### config.mk
export PLATFORM = sky130hd
export DESIGN_NAME = idex_stage_r32i_flat
export DESIGN_NICKNAME = d
export VERILOG_FILES = /design/src/rtl/idex_stage_r32i_if.sv /design/src/rtl/idex_stage_r32i.sv /design/src/flat_wrapper.sv
export SDC_FILE = /design/constraint.sdc
export NUM_CORES = 1
export LEC_CHECK = 0
export CAP_MARGIN = 20
export CORE_ASPECT_RATIO = 1.75
export CORE_MARGIN = 2
export CORE_UTILIZATION = 44
export DETAILED_ROUTE_END_ITERATION = 12
export GPL_ROUTABILITY_DRIVEN = 0
export PLACE_DENSITY = 0.86
export SYNTH_ARGS = -nofsm -noshare
export SYNTH_HDL_FRONTEND = slang
export SYNTH_SLANG_ARGS = --single-unit
### constraint.sdc
create_clock -name clk -period 5 [get_ports clk]
set_input_delay 0.5 -clock clk [delete_from_list [all_inputs] [get_ports clk]]
set_output_delay 0.5 -clock clk [all_outputs]
set_load 0.01 [all_outputs]
### src/rtl/idex_stage_r32i_if.sv
// Bundle between the ID/EX stage, its instruction source, the register file
// and the ALU. The slave modport is the stage's view; master is the driver's.
interface idex_stage_r32i_if #(
    parameter int dataW    = 32,
    parameter int regAddrW = 5
);
    logic                in_valid;
    logic                in_ready;
    logic [31:0]         instr;
    logic [regAddrW-1:0] rs1_addr;
    logic [regAddrW-1:0] rs2_addr;
    logic [dataW-1:0]    rs1_data;
    logic [dataW-1:0]    rs2_data;
    logic                fwd_we;
    logic [regAddrW-1:0] fwd_rd;
    logic [dataW-1:0]    fwd_data;
    logic                flush;
    logic                out_valid;
    logic                out_ready;
    logic [dataW-1:0]    A;
    logic [dataW-1:0]    B;
    logic [3:0]          alucode;
    logic [regAddrW-1:0] rd;
    logic                we;
    logic                illegal;

    modport slave (
        input  in_valid, instr, rs1_data, rs2_data, fwd_we, fwd_rd, fwd_data,
               flush, out_ready,
        output in_ready, rs1_addr, rs2_addr, out_valid, A, B, alucode, rd, we,
               illegal
    );

    modport master (
        output in_valid, instr, rs1_data, rs2_data, fwd_we, fwd_rd, fwd_data,
               flush, out_ready,
        input  in_ready, rs1_addr, rs2_addr, out_valid, A, B, alucode, rd, we,
               illegal
    );
endinterface

### src/rtl/idex_stage_r32i.sv
// RV32I decode/issue stage: reads operands with forwarding, decodes OP/OP-IMM/LUI
// into alucodes and holds the result in a single valid/ready output slot.
module idex_stage_r32i #(
    parameter int dataW    = 32,
    parameter int regAddrW = 5
) (
    input logic               clk,
    input logic               rst,
    idex_stage_r32i_if.slave  bus
);
    localparam logic [3:0] ALU_ADD  = 4'd0;
    localparam logic [3:0] ALU_SLL  = 4'd1;
    localparam logic [3:0] ALU_SLT  = 4'd2;
    localparam logic [3:0] ALU_SLTU = 4'd3;
    localparam logic [3:0] ALU_XOR  = 4'd4;
    localparam logic [3:0] ALU_SRL  = 4'd5;
    localparam logic [3:0] ALU_OR   = 4'd6;
    localparam logic [3:0] ALU_AND  = 4'd7;
    localparam logic [3:0] ALU_SRA  = 4'd8;
    localparam logic [3:0] ALU_CPY  = 4'd9;

    localparam logic [6:0] OPC_OP    = 7'b0110011;
    localparam logic [6:0] OPC_OPIMM = 7'b0010011;
    localparam logic [6:0] OPC_LUI   = 7'b0110111;

    logic [6:0]          opcode;
    logic [2:0]          funct3;
    logic [6:0]          funct7;
    logic [regAddrW-1:0] rs1_idx;
    logic [regAddrW-1:0] rs2_idx;
    logic [dataW-1:0]    rs1_val;
    logic [dataW-1:0]    rs2_val;
    logic                load;
    logic                imm_legal;
    logic [dataW-1:0]    d_a;
    logic [dataW-1:0]    d_b;
    logic [3:0]          d_code;
    logic [regAddrW-1:0] d_rd;
    logic                d_we;
    logic                d_ill;

    function automatic logic [3:0] code_for(input logic [2:0] f3, input logic alt);
        case (f3)
            3'b001:  return ALU_SLL;
            3'b010:  return ALU_SLT;
            3'b011:  return ALU_SLTU;
            3'b100:  return ALU_XOR;
            3'b101:  return alt ? ALU_SRA : ALU_SRL;
            3'b110:  return ALU_OR;
            3'b111:  return ALU_AND;
            default: return ALU_ADD;
        endcase
    endfunction

    assign opcode  = bus.instr[6:0];
    assign funct3  = bus.instr[14:12];
    assign funct7  = bus.instr[31:25];
    assign rs1_idx = bus.instr[19:15];
    assign rs2_idx = bus.instr[24:20];

    assign bus.rs1_addr = rs1_idx;
    assign bus.rs2_addr = rs2_idx;
    assign bus.in_ready = !bus.out_valid || bus.out_ready;
    assign load         = bus.in_valid && bus.in_ready && !bus.flush;

    // x0 always reads zero, so a forward targeting x0 can never win.
    assign rs1_val = (rs1_idx == '0) ? '0 :
                     (bus.fwd_we && bus.fwd_rd == rs1_idx) ? bus.fwd_data : bus.rs1_data;
    assign rs2_val = (rs2_idx == '0) ? '0 :
                     (bus.fwd_we && bus.fwd_rd == rs2_idx) ? bus.fwd_data : bus.rs2_data;

    always_comb begin
        d_a       = '0;
        d_b       = '0;
        d_code    = ALU_ADD;
        d_rd      = '0;
        d_we      = 1'b0;
        d_ill     = 1'b0;
        imm_legal = 1'b1;
        case (opcode)
            OPC_OP: begin
                if (funct7 == 7'b0000000 ||
                    (funct7 == 7'b0100000 && (funct3 == 3'b000 || funct3 == 3'b101))) begin
                    d_a    = rs1_val;
                    d_b    = (funct3 == 3'b000 && funct7[5]) ? (~rs2_val) + dataW'(1) : rs2_val;
                    d_code = code_for(funct3, funct7[5]);
                    d_rd   = bus.instr[11:7];
                    d_we   = 1'b1;
                end else begin
                    d_ill = 1'b1;
                end
            end
            OPC_OPIMM: begin
                if (funct3 == 3'b001)
                    imm_legal = (funct7 == 7'b0000000);
                else if (funct3 == 3'b101)
                    imm_legal = !bus.instr[31] && (bus.instr[29:25] == 5'b00000);
                if (imm_legal) begin
                    d_a    = rs1_val;
                    d_b    = (funct3 == 3'b001 || funct3 == 3'b101) ?
                             {{(dataW-5){1'b0}}, bus.instr[24:20]} :
                             {{(dataW-12){bus.instr[31]}}, bus.instr[31:20]};
                    d_code = code_for(funct3, bus.instr[30]);
                    d_rd   = bus.instr[11:7];
                    d_we   = 1'b1;
                end else begin
                    d_ill = 1'b1;
                end
            end
            OPC_LUI: begin
                d_b    = {bus.instr[31:12], 12'b0};
                d_code = ALU_CPY;
                d_rd   = bus.instr[11:7];
                d_we   = 1'b1;
            end
            default: d_ill = 1'b1;
        endcase
    end

    // Flush outranks both load and stall; a stalled slot otherwise holds every field.
    always_ff @(posedge clk) begin
        if (rst) begin
            bus.out_valid <= 1'b0;
            bus.A         <= '0;
            bus.B         <= '0;
            bus.alucode   <= ALU_ADD;
            bus.rd        <= '0;
            bus.we        <= 1'b0;
            bus.illegal   <= 1'b0;
        end else if (bus.flush) begin
            bus.out_valid <= 1'b0;
        end else if (load) begin
            bus.out_valid <= 1'b1;
            bus.A         <= d_a;
            bus.B         <= d_b;
            bus.alucode   <= d_code;
            bus.rd        <= d_rd;
            bus.we        <= d_we;
            bus.illegal   <= d_ill;
        end else if (bus.out_ready) begin
            bus.out_valid <= 1'b0;
        end
    end
endmodule

### src/flat_wrapper.sv
// flat-port wrapper written by rule: the top's interface ports become plain ports
module idex_stage_r32i_flat 
#(
    parameter int dataW    = 32,
    parameter int regAddrW = 5
)
  (clk, rst, bus_in_valid, bus_instr, bus_rs1_data, bus_rs2_data, bus_fwd_we, bus_fwd_rd, bus_fwd_data, bus_flush, bus_out_ready, bus_in_ready, bus_rs1_addr, bus_rs2_addr, bus_out_valid, bus_A, bus_B, bus_alucode, bus_rd, bus_we, bus_illegal);
  idex_stage_r32i_if #(.dataW(dataW), .regAddrW(regAddrW)) bus_i ();
  input logic clk;
  input logic rst;
  input wire logic [$bits(bus_i.in_valid)-1:0] bus_in_valid;
  input wire logic [$bits(bus_i.instr)-1:0] bus_instr;
  input wire logic [$bits(bus_i.rs1_data)-1:0] bus_rs1_data;
  input wire logic [$bits(bus_i.rs2_data)-1:0] bus_rs2_data;
  input wire logic [$bits(bus_i.fwd_we)-1:0] bus_fwd_we;
  input wire logic [$bits(bus_i.fwd_rd)-1:0] bus_fwd_rd;
  input wire logic [$bits(bus_i.fwd_data)-1:0] bus_fwd_data;
  input wire logic [$bits(bus_i.flush)-1:0] bus_flush;
  input wire logic [$bits(bus_i.out_ready)-1:0] bus_out_ready;
  output wire logic [$bits(bus_i.in_ready)-1:0] bus_in_ready;
  output wire logic [$bits(bus_i.rs1_addr)-1:0] bus_rs1_addr;
  output wire logic [$bits(bus_i.rs2_addr)-1:0] bus_rs2_addr;
  output wire logic [$bits(bus_i.out_valid)-1:0] bus_out_valid;
  output wire logic [$bits(bus_i.A)-1:0] bus_A;
  output wire logic [$bits(bus_i.B)-1:0] bus_B;
  output wire logic [$bits(bus_i.alucode)-1:0] bus_alucode;
  output wire logic [$bits(bus_i.rd)-1:0] bus_rd;
  output wire logic [$bits(bus_i.we)-1:0] bus_we;
  output wire logic [$bits(bus_i.illegal)-1:0] bus_illegal;
  assign bus_i.in_valid = bus_in_valid;
  assign bus_i.instr = bus_instr;
  assign bus_i.rs1_data = bus_rs1_data;
  assign bus_i.rs2_data = bus_rs2_data;
  assign bus_i.fwd_we = bus_fwd_we;
  assign bus_i.fwd_rd = bus_fwd_rd;
  assign bus_i.fwd_data = bus_fwd_data;
  assign bus_i.flush = bus_flush;
  assign bus_i.out_ready = bus_out_ready;
  assign bus_in_ready = bus_i.in_ready;
  assign bus_rs1_addr = bus_i.rs1_addr;
  assign bus_rs2_addr = bus_i.rs2_addr;
  assign bus_out_valid = bus_i.out_valid;
  assign bus_A = bus_i.A;
  assign bus_B = bus_i.B;
  assign bus_alucode = bus_i.alucode;
  assign bus_rd = bus_i.rd;
  assign bus_we = bus_i.we;
  assign bus_illegal = bus_i.illegal;
  idex_stage_r32i #(.dataW(dataW), .regAddrW(regAddrW)) u_core (.clk(clk), .rst(rst), .bus(bus_i));
endmodule
==> impl_summary.md, run 1 <==
Route
The initial detailed-routing violation count is 794. After detailed routing, the average wire length per cell comes to 21.20 um. In the routed design, unresolved DRC markers number 0. The number of nets still failing antenna checks after routing is 0. The total number of vias is 6742.

The vias per cell is 6.283. The routed wire length is 22740 um. The first TritonRoute pass finished after 7 iterations.

Die
From left edge to right edge, the die measures 89.09 um. The area of the core is 0.01243 mm^2. From bottom edge to top edge, the die measures 152.9 um. The boundary pin count is 226. The die covers 0.01362 mm^2. The initial core utilization is 0.4485. The count of standard-cell rows is 54.

Worst setup path
In this run the register-to-register setup slack is 2430 ps. Counting both buffers and inverters, the worst setup path holds a total of 1. The cell with the biggest individual delay on the critical path is sky130_fd_sc_hd__or4b_4.

The data arrival time of the worst path is 4000 ps. The worst setup path is launched from a primary input. Traced cell by cell, the critical path runs through clkdlybuf4s50_1 -> xnor2_1 -> nand2_1 -> nor2_2 -> mux2_2 -> nand2_1 -> ha_1 -> o31ai_1 -> or4b_4 -> a211oi_2 -> o21ai_1 -> a211oi_2. The startpoint of the most critical register-to-register path is u_core.bus.out_valid$_SDFFE_PP0P_.

The critical path is of the in2reg type. For the worst flop-to-flop path, the logic depth is 6. The worst register-to-register path ends at u_core.bus.alucode[0]$_SDFFE_PP0P_.

The cell family contributing the most delay on the critical path is simple AND/OR/NAND/NOR gates. For the worst setup path, the data required time is 5260 ps. The delay of the slowest critical-path stage is 600 ps.

The largest driver fanout on the critical path is 11. The endpoint kind of the worst setup timing path is a flip-flop.

CTS
The clock tree from TritonCTS is yes. The number of setup buffers added after CTS is 0. The number of hold buffers added after CTS is 0.

The clock insertion delay at the later pin of the skew report is 340 ps. The H-tree generated during clock tree synthesis spans 3 levels. Clock-pin slew was measured on the worst setup and hold paths at 60 ps. Buffers inserted during clock tree synthesis total 9. The tree is rooted in a sky130_fd_sc_hd__clkbuf_16. The maximum number of buffers from clock root to sink is 2. Clock tree synthesis found a total of 76 sinks. The post-cts sizing count is 0.

Timing
The count of pins over their slew limit is 0. After layout, the worst setup slack is 1265 ps. Setup repair after global routing left no endpoint under its margin. In the finished design, the share of the clock period the worst path needs comes to 0.7471.

Measured against its own limit, the worst slew margin works out to 0.3157. The final setup violation count is 0. For the final routed database, the setup TNS stands at 0 ps. Across all hold checks on the routed design, the worst slack comes to 455.1 ps. The minimum clock period after layout is 3735 ps. The hold violation count in the final report was 0. At the pin with the least slew margin, the transition time is 1026 ps. The maximum clock skew at final layout is 6.509 ps.

The maximum clock rate is 267.7 MHz.

GRT
Entering global routing, the biggest net connects 78 pins. The via count of the first global-routing pass is 6487. The global-route usage over all layers is 0.3274. The global route total overflow is 0. The first global-routing pass estimated 34770 um of wire. The number of antenna violations at the first check in global routing is 0.

Yosys
In the synthesized netlist, the number of instances is 720. The post-synthesis compound-gate area fraction is 0.2812. The fraction of synthesis flops using an asynchronous set or reset pin is 0. The simple-gate portion of the synthesized area is 0.2334. Sorting the synthesized cells by area gives the leading types as sky130_fd_sc_hd__dfxtp_1, sky130_fd_sc_hd__mux2i_1, sky130_fd_sc_hd__nor2_1, sky130_fd_sc_hd__a21oi_1, sky130_fd_sc_hd__a2bb2oi_1. After synthesis, the largest family of logic cells by area is compound AO/OA/AOI/OAI gates. The XOR/XNOR share of the synthesized area is 0.04399. The synthesized flop and latch total is 76.

The Yosys step of the flow raised 0 warnings. The share of synthesized area in the top cell type comes to 0.2729. The synthesized netlist contains 68 unique library cells. The share of the Yosys chip area taken by registers is 0.2729. The cell area after technology mapping is 0.005575 mm^2.

A synthesized cell averages 7.744 um^2. sky130_fd_sc_hd__dfxtp_1 takes more of the synthesized area than any other cell. Of the total synthesized cell area, the portion taken by full adders, half adders and majority gates is 0.002244.

Yosys mapped a number of flops with a built-in enable equal to 0. Synthesis produced a netlist with a net count of 860. The dominant synthesized flop cell is sky130_fd_sc_hd__dfxtp_1. After synthesis, the share of cell area in mux cells is 0.1127.

Status
The flow ran to the end, and the final reports show no timing, DRC or antenna violations.

Layout
The finished layout holds 1073 standard cells, fillers aside. The layout cell share with drive strength beyond 1 is 0.04972. The area taken by flip-flops and latches is 0.001521 mm^2.

After routing the design area is 0.008180 mm^2. Compared with the post-synthesis result, the final layout area differs by 46.72%. After filler insertion, the fill cell instance count of the layout stands at 1109. The number of diodes is 0. In the final layout, the multi-input gates occupy 0.003765 mm^2. Leaving out fill and tap cells, the most frequent cell in the layout is sky130_fd_sc_hd__clkdlybuf4s50_1. After the last flow step, the layout net total stands at 1040. The final cell utilization of the core is 0.6580.

Leaving out fill and tap cells, the most frequent cells in the layout are sky130_fd_sc_hd__clkdlybuf4s50_1, sky130_fd_sc_hd__nor2_1, sky130_fd_sc_hd__dfxtp_1, sky130_fd_sc_hd__nand2_1, sky130_fd_sc_hd__a21oi_1.

Place
The number of placed cells counting well taps is 1057. Timing analysis after detailed placement gives a worst setup slack of 1033 ps. The number of buffer cells added on primary ports is 225. The placement-stage cell area is 0.007830 mm^2. Once detailed placement completed, the half-perimeter wirelength came to 17140 um.

Flow run
The count of maximum capacitance violations is 0.

Worst hold path
The startpoint identified for the worst hold timing path is u_core.bus.alucode[2]$_SDFFE_PP0P_. The worst hold path was traced through 2 stages. In this run the worst hold path is classified as reg2reg. The worst hold path terminates at u_core.bus.alucode[2]$_SDFFE_PP0P_.

Power and ir drop
The peak ir drop on the vdd network is 0.0001940 V. For this design the static power due to leakage is 2.822 nW. The design draws 1.712 mW. The total power divided by cell area is 209.2 mW/mm^2.
[sequential cells by signal (all words and copies together), names as in the netlist]
register,flops
u_core.bus.A,32
u_core.bus.B,32
u_core.bus.rd,5
u_core.bus.alucode,4
u_core.bus.illegal,1
u_core.bus.out_valid,1
u_core.bus.we,1
[metal layers]
| layer | wire, um | global-route usage |
|---|---|---|
| met1 | 7877 | 0.3685 |
| met2 | 11050 | 0.5372 |
| met3 | 1949 | 0.06911 |
| met4 | 1868 | 0.2168 |
| met5 | 0 | 0 |
[cell families (layout without fill, tap and decap cells)]
logic type | after synthesis | count (layout)
DFF | 76 | 76
and+or+nand+nor | 260 | 260
adders and majority gates | 1 | 1
muxes | 62 | 62
buffers and inverters | 68 | 253
AOI/OAI and AO/OA | 225 | 225
xor gates and xnor gates | 28 | 28
[layout make-up]
type,instances,share of cell area
Clock buffer,11,0.02967
Clock inverter,5,0.01315
Inverter,1,0.0004589
Multi-Input combinational cell,576,0.4602
Sequential cell,76,0.1860
Tap cell,168,0.02570
Timing Repair Buffer,236,0.2848
[cell usage after synthesis (6+ instances only)]
cell type,instances
sky130_fd_sc_hd__a2bb2oi_1,33
sky130_fd_sc_hd__o31ai_1,9
sky130_fd_sc_hd__dfxtp_1,76
sky130_fd_sc_hd__or4_1,11
sky130_fd_sc_hd__nor2_1,82
sky130_fd_sc_hd__a31oi_1,10
sky130_fd_sc_hd__nand4_1,6
sky130_fd_sc_hd__o21ai_1,15
sky130_fd_sc_hd__a221o_1,6
sky130_fd_sc_hd__nor3_1,20
sky130_fd_sc_hd__a21oi_1,58
sky130_fd_sc_hd__nand3_1,10
sky130_fd_sc_hd__or3_1,8
sky130_fd_sc_hd__a221oi_1,11
sky130_fd_sc_hd__mux2i_1,56
sky130_fd_sc_hd__and2_1,6
sky130_fd_sc_hd__a22oi_1,11
sky130_fd_sc_hd__a32oi_1,6
sky130_fd_sc_hd__nand2_1,64
sky130_fd_sc_hd__o21ai_0,21
sky130_fd_sc_hd__nor4_1,20
sky130_fd_sc_hd__buf_1,8
sky130_fd_sc_hd__clkbuf_1,44
sky130_fd_sc_hd__o211ai_1,6
sky130_fd_sc_hd__xor2_1,12
sky130_fd_sc_hd__buf_4,10
sky130_fd_sc_hd__xnor2_1,16
[power breakdown]
part / switching [mW] / leakage [nW] / internal (mW)
clock network: 0.271 / 0.170 / 0.505
registers: 0.000376 / 0.612 / 0.606
logic: 0.164 / 2.04 / 0.165
total: 0.436 / 2.82 / 1.28
[worst register-to-register path: cells and delay by family (launching register included)]
| kind | cells | cell delay, ps |
|---|---|---|
| simple gates | 3 | 1500 |
| flops | 1 | 300 |
| compound gates | 3 | 720 |
[how the worst max path moves through the flow]
stage | from | end | slack, ps | depth (start not counted)
2_1_floorplan | bus_fwd_rd[0] | u_core.bus.B[26]$_SDFFE_PP0P_ | 1350 | 14
3_3_place_gp | bus_instr[22] | u_core.bus.B[26]$_SDFFE_PP0P_ | 1180 | 12
3_5_place_dp | bus_instr[22] | u_core.bus.B[26]$_SDFFE_PP0P_ | 1030 | 12
5_1_grt | bus_instr[22] | u_core.bus.B[26]$_SDFFE_PP0P_ | 1110 | 12
4_1_cts | bus_instr[22] | u_core.bus.B[26]$_SDFFE_PP0P_ | 1370 | 12
6_report | bus_instr[22] | u_core.bus.B[26]$_SDFFE_PP0P_ | 1260 | 12
Power figures use the tool's default switching activity.
==> run 2, diff against run 1 <==
CORE_UTILIZATION = 40   (was 44)
PLACE_DENSITY = 0.83   (was 0.86)
clock period = 3.2 ns   (was 5 ns; I/O delays follow)
==> impl_summary.md, run 2 (same netlist as run 1, synthesis figures left out) <==
Timing
The final worst slack was 241.0 ps (-1024 ps). The hold violation count in the final report is 0 (unchanged). Setup repair after global routing left no endpoint under its margin. The worst hold margin is 380.3 ps (-74.83 ps).

Based on the critical path, the design can be clocked at up to 337.9 MHz. The count of pins over their slew limit was 0 (unchanged). The worst path in the final design needs a cycle of 2959 ps, including I/O delays and setup. The total negative slack for setup checks is 0 ps (unchanged). The maximum clock skew at final layout is 5.314 ps (-1.195 ps). The final setup violation count came to 0 (unchanged).

The actual transition at the worst max-transition pin is 680.6 ps (-345.3 ps). The relative slew slack came to 0.5463 (+0.2306). The share of the clock period used by the worst path is 0.9247.

Route
The number of nets still failing antenna checks after routing is 0 (unchanged). The total number of vias is 6940 (+2.9%). The number of optimization iterations in the first detailed-route pass is 5 (-2). The number of remaining DRC errors is 0 (unchanged). The routed wire length per instance is 20.26 um (-4.4%). The amount of wire on met3 after detailed routing came to 1932 um (-0.87%). The initial detailed-routing violation count came to 681 (-14%). The vias per cell is 6.061 (-3.5%).

The highest signal layer in the routed design is met4. The routed wire length is 23200 um (+2.0%). The post-route met1 wirelength is 8048 um (+2.2%). The routed length on met2 is 11640 um (+5.3%).

Worst setup path
The required time reported for the critical path endpoint is 3460 ps (-1800 ps). The worst register-to-register path begins at u_core.bus.out_valid$_SDFFE_PP0P_. The worst register-to-register path ends at u_core.bus.B[31]$_SDFFE_PP0P_.

The capture point of the critical path is u_core.bus.B[23]$_SDFFE_PP0P_. In this run the worst setup path begins at bus_fwd_data[8]. The largest driver fanout on the critical path is 4 (-7). The logic depth of the worst register-to-register path is 8 (+2). The register-to-register setup slack came to 940 ps (-1490 ps). The kind of start point of the critical path is a primary input.

The endpoint kind of the worst setup timing path is a flip-flop. The data arrival time of the worst path came to 3220 ps (-780 ps). The worst setup path is of the in2reg kind.

CTS
The post-cts sizing count came to 0 (unchanged). The number of hold buffers added after CTS came to 0 (unchanged). The number of clock sinks seen by CTS is 76 (unchanged). The total number of H-tree levels is 3 (unchanged).

The clock insertion delay at the later pin of the skew report is 340 ps (about the same). The number of buffers added for setup after CTS is 0 (unchanged). The clock tree from TritonCTS is yes.

The maximum number of buffers from clock root to sink came to 2 (unchanged). The master cell of the clock root buffer is sky130_fd_sc_hd__clkbuf_16. The clock transition at the register clock pins on the worst setup and hold paths after CTS is 60 ps (about the same). The number of buffers created by CTS came to 9 (unchanged).

Layout
The final design instance area without fill is 0.008692 mm^2 (+6.3%). The library cell used most frequently in the layout, excluding fill and tap cells, is sky130_fd_sc_hd__clkdlybuf4s50_1. The final cell utilization of the core is 0.6315 (-0.02652). The library cells used most frequently in the layout, excluding fill and tap cells, are sky130_fd_sc_hd__clkdlybuf4s50_1, sky130_fd_sc_hd__nor2_1, sky130_fd_sc_hd__dfxtp_1, sky130_fd_sc_hd__buf_4, sky130_fd_sc_hd__nand2_1.

The largest registers in the layout are u_core.bus.A (32), u_core.bus.B (32), u_core.bus.rd (5). The layout cell share with drive strength beyond 1 was 0.1126 (+0.06288). The non-filler instance count after layout is 1145 (+6.7%). The number of nets at the end of the flow was 1103 (+6.1%). The number of diodes is 0 (unchanged). The layout overhead on the synthesized area is 55.90%.

GRT
The number of antenna violations at the first check in global routing was 0 (unchanged). The wire length of the first global-routing pass is 35130 um (+1.0%). The global route total overflow is 0 (unchanged). The pin count of the biggest net entering global routing is 78 (unchanged).

The global-route usage over all layers came to 0.3013 (-0.02612). The via count of the first global-routing pass was 6552 (+1.0%).

Die
The initial core utilization is 0.4051 (-0.04342). The area of the core came to 0.01376 mm^2 (+11%). The boundary pin count was 226 (unchanged). The die boundary width was 93.25 um (+4.7%). The die footprint is 0.01494 mm^2 (+9.6%). The count of standard-cell rows was 57 (+5.6%). The vertical die dimension is 160.2 um (+4.8%).

Place
The number of placed cells counting well taps is 1129 (+6.8%). The placement-stage cell area was 0.008357 mm^2 (+6.7%). The half-perimeter wire length of the detailed placement result is 18030 um (+5.2%). The post-place setup slack was -56.50 ps (-1090 ps). The number of buffer cells added on primary ports is 225 (unchanged).

Power and ir drop
The leakage power of the design is 3.142 nW (+11%). The peak ir drop on the vdd network is 0.0002444 V (+26%). The total power divided by cell area is 306.5 mW/mm^2 (+47%). The post-route total power came to 2.664 mW (+56%).

Status
The flow ran to the end, and the final reports show no timing, DRC or antenna violations.

Flow run
The count of maximum capacitance violations was 0 (unchanged).

Worst hold path
The tightest min-delay check is of the in2reg type.
## run 2: cell count changes in the layout (fill, tap and decap cells not counted), sizes merged
cell	change
buf	+63
bufinv	-1
clkinv	+1
## run 2: where the power goes
part / internal [mW] / switching [mW]
clock network: 0.729 / 0.420
registers: 0.947 / 0.000590
logic: 0.297 / 0.271
total: 1.97 / 0.692
## run 2: worst min-delay path by stage
stage	startpoint	end	slack [ps]	cells after the start
after floorplan	bus_flush	u_core.bus.out_valid$_SDFFE_PP0P_	400	1
after global placement	u_core.bus.alucode[2]$_SDFFE_PP0P_	u_core.bus.alucode[2]$_SDFFE_PP0P_	450	2
after detailed placement	u_core.bus.alucode[3]$_SDFFE_PP0P_	u_core.bus.alucode[3]$_SDFFE_PP0P_	460	2
after CTS	rst	u_core.bus.B[0]$_SDFFE_PP0P_	370	2
after global routing	rst	u_core.bus.B[0]$_SDFFE_PP0P_	380	2
final	rst	u_core.bus.B[0]$_SDFFE_PP0P_	380	2
## run 2: worst max-delay path, cell delays in order
cell and delay (ps):
sky130_fd_sc_hd__clkdlybuf4s50_1 560, sky130_fd_sc_hd__or4_1 560, sky130_fd_sc_hd__or3_1 380, sky130_fd_sc_hd__nor4_1 190
sky130_fd_sc_hd__buf_4 160, sky130_fd_sc_hd__nand2b_1 70, sky130_fd_sc_hd__a21oi_1 210, sky130_fd_sc_hd__nand2_1 100
sky130_fd_sc_hd__a2111o_1 430, sky130_fd_sc_hd__a311oi_2 230
## run 2: area by class of cell
cell class	instances	area, um^2
clock inverter	5	82.58
clock buffer	11	252.7
sequential	76	1521
fill	1180	5072
multi-input combinational	576	3770
timing repair buffer	299	2840
inverter	1	3.754
tap	177	221.5
## run 2: metal layers
layer,track usage,up-vias
met2,0.5199,442
met5,0,-
met1,0.3291,3198
met3,0.06132,99
li1,-,3201
met4,0.1892,0
==> run 3, diff against run 2 <==
CORE_UTILIZATION = 48   (was 40)
PLACE_DENSITY = 0.93   (was 0.83)
clock period = 3.8 ns   (was 3.2 ns; I/O delays follow)
==> impl_summary.md, run 3 (same netlist as run 1, synthesis figures left out) <==
Die
The die footprint is 0.01253 mm^2 (-16%). The area of the core came to 0.01145 mm^2 (-17%). The initial core utilization is 0.4869 (+0.08183). The die boundary width came to 85.47 um (-8.3%). The vertical die dimension is 146.6 um (-8.5%). The boundary pin count came to 226 (unchanged).

The count of standard-cell rows is 52 (-8.8%).

Route
The routed wire length is 23210 um (about the same). The number of optimization iterations in the first detailed-route pass is 8 (+3). The initial detailed-routing violation count is 827 (+21%). The routed wire length per instance is 21.79 um (+7.6%). The vias per cell came to 6.629 (+9.4%).

The number of remaining DRC errors was 0 (unchanged). The number of nets still failing antenna checks after routing is 0 (unchanged). The total number of vias is 7060 (+1.7%).

Timing
The final setup violation count is 0 (unchanged). Setup repair after global routing left no endpoint under its margin. Of the available clock period, the critical path in the final layout requires 0.8193. The total negative slack for setup checks is 0 ps (unchanged). After layout, the minimum clock period comes to 3114 ps. The actual transition at the worst max-transition pin came to 840.8 ps (+160.2 ps).

The maximum clock skew at final layout is 3.432 ps (-1.882 ps). The hold violation count in the final report came to 0 (unchanged). For this run, the top clock speed supported by timing is 321.2 MHz. The count of pins over their slew limit is 0 (unchanged). The relative slew slack was 0.4395 (-0.1068).

CTS
The number of hold buffers added after CTS was 0 (unchanged). The maximum number of buffers from clock root to sink is 2 (unchanged). The total number of H-tree levels came to 3 (unchanged). The number of buffers created by CTS came to 9 (unchanged).

The number of clock sinks seen by CTS came to 76 (unchanged). The clock transition at the register clock pins on the worst setup and hold paths after CTS is 60 ps (about the same). The number of buffers added for setup after CTS is 0 (unchanged). The master cell of the clock root buffer is sky130_fd_sc_hd__clkbuf_16. The clock insertion delay at the later pin of the skew report was 340 ps (about the same).

TritonCTS built the clock tree. The post-cts sizing count was 0 (unchanged).

Worst setup path
The kind of cell with the highest combined delay on the critical path is simple AND/OR/NAND/NOR gates. The delay of the slowest critical-path stage was 590 ps (+30 ps). The slowest stage of the critical path is the sky130_fd_sc_hd__or4b_4 cell.

The required time reported for the critical path endpoint is 4070 ps (+610 ps). The worst setup path is launched from a primary input. The largest driver fanout on the critical path is 5 (+1). The startpoint of the most critical register-to-register path is u_core.bus.out_valid$_SDFFE_PP0P_. Traced cell by cell, the critical path runs through clkdlybuf4s50_1 -> xnor2_1 -> and4_1 -> nand2_1 -> mux2_1 -> nand2_1 -> ha_1 -> o31ai_1 -> or4b_4 -> a211oi_2 -> o21ai_1 -> a211oi_2. The critical path is of the in2reg type. The data arrival time of the worst path is 3380 ps (+160 ps). The worst setup path is captured at a flip-flop. The number of buffer and inverter stages on the critical path came to 1 (-1).

The worst setup path startpoint is bus_fwd_rd[3].

Power and ir drop
The total power divided by cell area is 263.3 mW/mm^2 (-14%). The leakage power of the design was 2.937 nW (-6.5%). The peak ir drop on the vdd network is 0.0002557 V (+4.6%).

Worst hold path
The class of the tightest hold or removal check is reg2reg. The start point of the worst hold path is u_core.bus.alucode[3]$_SDFFE_PP0P_.

GRT
The global route total overflow is 0 (unchanged). The via count of the first global-routing pass is 6795 (+3.7%). The global-route usage over all layers is 0.3581 (+0.05681). The pin count of the biggest net entering global routing was 48 (-38%).

The number of antenna violations at the first check in global routing is 0 (unchanged). The wire length of the first global-routing pass is 35510 um (+1.1%).

Layout
The layout cell share with drive strength beyond 1 was 0.07527 (-0.03733). The top cell types in the final layout, fill and taps aside, are sky130_fd_sc_hd__clkdlybuf4s50_1, sky130_fd_sc_hd__nor2_1, sky130_fd_sc_hd__dfxtp_1, sky130_fd_sc_hd__nand2_1, sky130_fd_sc_hd__a21oi_1. The number of diodes was 0 (unchanged).

The number of nets at the end of the flow is 1065 (-3.4%). The final cell utilization of the core was 0.7265 (+0.09502). The number of fillers in the final layout is 862 (-27%). The non-filler instance count after layout was 1065 (-7.0%).

The final design instance area without fill is 0.008319 mm^2 (-4.3%). The library cell used most frequently in the layout, excluding fill and tap cells, is sky130_fd_sc_hd__clkdlybuf4s50_1. The largest registers in the layout are u_core.bus.A (32), u_core.bus.B (32), u_core.bus.rd (5). The layout overhead on the synthesized area is 49.21%.

Place
The half-perimeter wire length of the detailed placement result is 17370 um (-3.7%). The number of buffer cells added on primary ports came to 225 (unchanged). The number of placed cells counting well taps is 1049 (-7.1%). The placement-stage cell area is 0.008001 mm^2 (-4.3%).

Flow run
The count of maximum capacitance violations is 0 (unchanged).

Status
The run finished with clean final reports.
[run 3: cell count changes in the layout (fill, tap and decap cells not counted), sizes merged]
| cell | before | now |
|---|---|---|
| buf | 75 | 37 |
| clkbuf | 11 | 10 |
| clkinvlp | 0 | 2 |
| inv | 2 | 1 |
[run 3: final timing paths]
check,end,slack (ps),cells past startpoint
setup / recovery,u_core.bus.B[26]$_SDFFE_PP0P_,690,12
hold / removal,u_core.bus.alucode[3]$_SDFFE_PP0P_,460,2
setup reg to reg,u_core.bus.B[31]$_SDFFE_PP0P_,1590,11
hold reg to reg,u_core.bus.alucode[3]$_SDFFE_PP0P_,460,2
[run 3: per-stage QoR]
stage | total power [mW] | hold WS (ps) | setup slack, ps
finish | 2.190 | 459.2 | 686.5
global route | 2.249 | 477.9 | 517.0
CTS | 2.178 | 457.2 | 707.3
detailed placement | 1.257 | 448.5 | 362.1
global placement | 1.252 | 445.8 | 442.5
floorplan | 0.9916 | 459.3 | 265.4
[run 3: power breakdown]
group,switching (mW),internal (mW)
Sequential,0.000532,0.798
Combinational,0.228,0.231
Clock,0.357,0.575
Total,0.586,1.60
[run 3: per-layer routing]
layer  part of all wire  track usage  vias up
met5                  0            0        -
met3               0.11       0.1018      163
met1               0.32       0.3803     3193
met2               0.49       0.5992      583
met4              0.081       0.2468        0
li1                   -            -     3121
[run 3: area by class of cell]
class                           count  area [um^2]  share of cell area
Timing Repair Buffer              261         2542              0.3056
Inverter                            1        3.754           0.0004512
Clock inverter                      6        88.84             0.01068
Sequential cell                    76         1521              0.1829
Multi-Input combinational cell    576         3765              0.4525
Clock buffer                       10        229.0             0.02752
Tap cell                          135        168.9             0.02030
[run 3: worst register-to-register path, cell delays in order, from the launching register on]
cell and delay, ps:
sky130_fd_sc_hd__dfxtp_1 310, sky130_fd_sc_hd__nor2b_1 150, sky130_fd_sc_hd__nor3b_1 230, sky130_fd_sc_hd__buf_4 190, sky130_fd_sc_hd__nand3_1 70, sky130_fd_sc_hd__buf_4 200
sky130_fd_sc_hd__nor2_1 100, sky130_fd_sc_hd__buf_4 190, sky130_fd_sc_hd__nand2_1 230, sky130_fd_sc_hd__o31ai_1 320, sky130_fd_sc_hd__a21oi_1 60, sky130_fd_sc_hd__o31ai_1 70
